<file path="config.mk">
export PLATFORM = sky130hd
export DESIGN_NAME = dbg_step_ctrl
export DESIGN_NICKNAME = d
export VERILOG_FILES = /design/src/rtl/dbg_step_ctrl.sv
export SDC_FILE = /design/constraint.sdc
export NUM_CORES = 1
export LEC_CHECK = 0
export CAP_MARGIN = 30
export CORE_MARGIN = 8
export CORE_UTILIZATION = 55
export CTS_CLUSTER_SIZE = 30
export DETAILED_ROUTE_END_ITERATION = 7
export DONT_BUFFER_PORTS = 1
export PLACE_DENSITY = 0.72
export SLEW_MARGIN = 20
export SYNTH_ARGS = -nofsm -noshare
export SYNTH_HDL_FRONTEND = slang
export SYNTH_SLANG_ARGS = --single-unit
</file>
<file path="constraint.sdc">
create_clock -name i_clk -period 2.7 [get_ports i_clk]
set_input_delay 0.405 -clock i_clk [delete_from_list [all_inputs] [get_ports i_clk]]
set_output_delay 0.405 -clock i_clk [all_outputs]
set_load 0.02 [all_outputs]
</file>
<file path="src/rtl/dbg_step_ctrl.sv">
// dbg_step_ctrl: button-driven HALT/STEP/BURST/RUN controller gating the CPU pipeline enable.
// Ports: i_clk/i_rst (sync, active high); i_btn_step/i_btn_mode raw bouncy buttons;
//   i_burst_len burst length (0 acts as 1); o_cpu_enable registered pipeline enable;
//   o_mode 0=HALT 1=STEP 2=BURST 3=RUN; o_busy burst running; o_paused RUN paused;
//   o_cycle_count number of enabled cycles (wrapping).
module dbg_step_ctrl #(
  parameter int SYNC_STAGES = 2,
  parameter int DEBOUNCE_CYCLES = 1000000,
  parameter int BURST_W = 8,
  parameter int CNT_W = 32
) (
  input  logic               i_clk,
  input  logic               i_rst,
  input  logic               i_btn_step,
  input  logic               i_btn_mode,
  input  logic [BURST_W-1:0] i_burst_len,
  output logic               o_cpu_enable,
  output logic [1:0]         o_mode,
  output logic               o_busy,
  output logic               o_paused,
  output logic [CNT_W-1:0]   o_cycle_count
);
  typedef enum logic [1:0] {HALT, STEP, BURST, RUN} mode_t;
  localparam int DW = $clog2(DEBOUNCE_CYCLES + 1);
  localparam logic [DW-1:0] DB_LAST = DW'(DEBOUNCE_CYCLES - 1);
  logic [1:0] raw, press;
  assign raw = {i_btn_mode, i_btn_step};
  for (genvar b = 0; b < 2; b++) begin : g_btn
    logic [SYNC_STAGES-1:0] sync;
    logic [DW-1:0] cnt;
    logic db, db_q, pulse;
    logic differ;
    assign differ = sync[SYNC_STAGES-1] != db;
    always_ff @(posedge i_clk) begin
      if (i_rst) begin
        sync <= '0;
        cnt <= '0;
        db <= 1'b0;
        db_q <= 1'b0;
        pulse <= 1'b0;
      end else begin
        sync <= {sync[SYNC_STAGES-2:0], raw[b]};
        cnt <= (!differ || cnt == DB_LAST) ? '0 : cnt + 1'b1;
        db <= (differ && cnt == DB_LAST) ? sync[SYNC_STAGES-1] : db;
        db_q <= db;
        pulse <= db & ~db_q;
      end
    end
    assign press[b] = pulse;
  end
  mode_t mode, mode_n;
  logic en, en_n, busy, busy_n, paused, paused_n;
  logic [BURST_W-1:0] rem, rem_n, len_eff;
  logic [CNT_W-1:0] count;
  assign len_eff = (i_burst_len == '0) ? BURST_W'(1) : i_burst_len;
  // rem counts enabled cycles still owed after the current one
  always_comb begin
    mode_n = mode;
    busy_n = busy;
    paused_n = paused;
    rem_n = rem;
    en_n = 1'b0;
    if (press[1]) begin
      mode_n = mode_t'(mode + 2'd1);
      busy_n = 1'b0;
      paused_n = 1'b0;
    end else if (busy) begin
      busy_n = rem != '0;
      en_n = rem != '0;
      rem_n = (rem != '0) ? rem - 1'b1 : rem;
    end else if (press[0]) begin
      en_n = mode == STEP || mode == BURST;
      busy_n = mode == BURST;
      rem_n = (mode == BURST) ? len_eff - 1'b1 : rem;
      paused_n = (mode == RUN) ? ~paused : paused;
    end
    if (mode == RUN && !press[1]) en_n = ~paused_n;
  end
  always_ff @(posedge i_clk) begin
    if (i_rst) begin
      mode <= HALT;
      en <= 1'b0;
      busy <= 1'b0;
      paused <= 1'b0;
      rem <= '0;
      count <= '0;
    end else begin
      mode <= mode_n;
      en <= en_n;
      busy <= busy_n;
      paused <= paused_n;
      rem <= rem_n;
      count <= count + CNT_W'(en);
    end
  end
  assign o_cpu_enable = en;
  assign o_mode = mode;
  assign o_busy = busy;
  assign o_paused = paused;
  assign o_cycle_count = count;
endmodule

</file>
==> results summary <==
The worst hold-check path type is input pin to register. After detailed routing, the number of remaining DRC violations is 0. The worst setup path is captured at a register. Among all flip-flop cells after synthesis, the most frequent one is dfxtp_1. In the synthesized netlist the async set-or-reset flop fraction comes to 0%. The number of nets in the layout is 517. The clock sink count is 95. The distinct cell type count after synthesis came out at 51. The count of yosys warnings during synthesis is 0. The final hold slack came out at 0.128 ns. The number of I/O port buffers came out at 0. Summed over all cells, the static leakage comes to 0.00148 uW. The vias per cell is 5.57. The most frequent standard cell in the layout excluding fill and tap cells is dfxtp_1. The slew at the pin with the worst max-slew slack is 0.721 ns. In the synthesized netlist, the number of instances is 502.

The via count came out at 3371. The clock-pin slew on the worst setup and hold paths came out at 0.10 ns. Overall power consumption after layout is estimated at 2360 uW. The first global-routing pass estimated 14400 um of wire. The data required time of the worst path came out at 2.98 ns.

The number of buffers on the longest clock path came out at 2. The number of antenna violations at the first check in global routing is 1. Setup repair after global routing left no endpoint under its margin. Net switching is 21.7% of the power. In this run, the number of DRC markers left after iteration 0 of detailed routing was 189. Counting flops and latches in the post-synthesis netlist gives 95.

CTS placed an instance of clkbuf_8 at the clock tree root. The shortest period the worst path allows came out at 2.23 ns. The wire-length estimate of the detail-placed layout is 5930 um. The I/O pin count is 49. The highest ir drop seen on vdd is 0.000375 V. The power per cell area came out at 507 nW/um2. The number of search-and-repair iterations in the first detailed-routing pass came out at 5. The core region area came out at 7730 um2. The data arrival time of the worst path came out at 2.51 ns. The maximum clock rate is 449 MHz.

The die covers 11100 um2. The clock network fraction of design power is 39.1%. The power share of the combinational group is 1.3%. From synthesis to final layout, the design area changed by 5.61%.

The residual overflow from global routing is 0. The hold-fix buffer count after cts is 0. The floorplan step set the die width to 105 um.

The maximum number of pins on one net before global-route repair came out at 56. The TritonCTS buffer count is 9. The via count of the first global-routing pass is 3181. The critical path startpoint category is a register. The chip height is 105 um. The total routing usage reported by global routing came out at 15.3%.

The number of max-cap violations is 0. The internal power summed over all cells is 1840 uW. After layout, the worst path uses 82.5% of the clock period. The final count of hold timing violations is 0. After synthesis the cells add up to 4400 um2.

Summed over all layers, the routed wires come to 8380 um. The H-tree depth reported by CTS came out at 3. The net switching power figure came out at 512 uW. The finished layout holds 605 standard cells, fillers aside. The global placement routability congestion is 0.915. The per-cell routed wire length came out at 13.8 um.

Setup violations remaining at the end of the flow were counted as 0. The number of buffers inserted to repair setup after CTS is 0. The final number of max-transition violations came out at 0.

The count of antenna-violating nets left after detailed routing is 0. The clock network latency to the later pin of the worst-skew pair came out at 0.36 ns. The mean cell area of the mapped netlist is 8.76 um2.

The proportion of layout cells with a drive suffix above 1 is 6.77%. The share of the Yosys chip area taken by registers is 43.3%. The top cell types in the final layout, fill and taps aside, are 95 x dfxtp_1, 91 x nor2_1, 39 x xnor2_1, 31 x xor2_1. The total negative setup slack came out at 0 ns. The sequential share of power is 59.7%.

The number of gates resized after cts is 0. The CTS tree is done. The maximum net fanout on the critical path is 8.

The synthesized net count came out at 521. The number of placed instances, taps included came out at 589. The floorplan row count came out at 32. The effective utilization at floorplan is 56.9%. The setup path with the least slack is of type register to register. The remaining max-slew budget at the tightest pin is 51.5%.

The flow ran to the end, and the final reports show no timing, DRC or antenna violations. The count of flip-flops with a built-in enable after synthesis came out at 0. The clock skew came out at 0.0145 ns.
-- synthesized netlist by cell type (6+ instances only) --
master	instances	share of area [%]
a21oi_1	9	1.0
and4_1	6	1.2
clkbuf_1	9	0.77
dfxtp_1	95	43
ha_1	7	2.0
inv_1	14	1.2
mux2i_1	6	1.4
nand2_1	30	2.6
nand3_1	30	3.4
nand4_1	10	1.4
nor2_1	91	7.8
nor2b_1	13	1.8
nor3_1	13	1.5
nor4_1	18	2.6
o21ai_0	10	1.1
or3_1	7	1.0
xnor2_1	39	7.8
xor2_1	31	6.2
-- area by class of cell --
cell class / instances / area [um2]
timing repair buffer: 6 / 45.0
antenna: 1 / 2.50
sequential: 95 / 1900
clock inverter: 6 / 70.1
fill: 686 / 3080
clock buffer: 9 / 124
tap: 102 / 128
inverter: 14 / 52.6
multi-input combinational: 372 / 2320
-- worst max-delay path: stages (launching register included) --
cell and delay, ns:
dfxtp_1 0.45, mux2i_1 0.26, o21ai_2 0.12, inv_1 0.10, ha_1 0.29, or3b_1 0.40, or3_1 0.37, a31oi_1 0.16
-- routing by layer --
| metal | share of wire [%] | routed length (um) | up-vias | GRT usage (%) |
|---|---|---|---|---|
| met4 | 1.6 | 135 | 0 | 6.01 |
| li1 | - | - | 1710 | - |
| met5 | 0 | 0 | - | 0 |
| met3 | 6.8 | 570 | 12 | 4.75 |
| met1 | 46 | 3840 | 1568 | 18.3 |
| met2 | 46 | 3830 | 81 | 24.9 |
-- flip-flops by register name (all words and copies together), names as in the netlist --
| signal | cells |
|---|---|
| o_cycle_count | 32 |
| o_cpu_enable | 1 |
| g_btn.pulse | 2 |
| g_btn.db_q | 2 |
| g_btn.sync | 4 |
| rem | 8 |
| o_paused | 1 |
| g_btn.cnt | 40 |
| o_busy | 1 |
| o_mode | 2 |
| g_btn.db | 2 |
-- path summary, 6_finish.rpt --
path | start | endpoint | slack [ns] | cells after the start
max | o_busy | rem[6] | 0.47 | 7
min | i_rst | g_btn[1].sync[1] | 0.13 | 1
max reg2reg | o_busy | rem[6] | 0.47 | 7
min reg2reg | g_btn[1].db_q | g_btn[1].pulse | 0.39 | 1
-- cell families (layout without fill, tap and decap cells) --
kind of cell    after synthesis  in the layout  synth area share (%)
buf+inv                      35             35                  3.98
other cells                   0              1                     0
simple gates                246            246                  29.2
xor+xnor                     70             70                  13.9
mux                           6              6                  1.37
flops                        95             95                  43.3
fa+ha+maj                     7              7                  1.99
compound gates               43             43                  6.29
-- stage by stage --
step / area (um2) / setup slack (ns) / utilization, %
3_5_place_dp: 4450 / 0.484 / 57.5
2_1_floorplan: 4400 / 0.382 / -
4_1_cts: 4640 / 0.491 / 60.1
5_1_grt: 4640 / 0.329 / 60.1
3_3_place_gp: 4450 / 0.554 / 57.5
6_report: 4640 / 0.471 / 60.1
-- power groups by stage --
stage,registers (uW),clock network [uW],logic (uW)
after floorplan,1440,0,36.6
after global placement,1440,0,29.5
after detailed placement,1440,0,29.3
after CTS,1410,945,29.6
after global routing,1410,1000,33.8
final,1410,921,29.7
No activity file was read; power rests on OpenSTA's default activity.
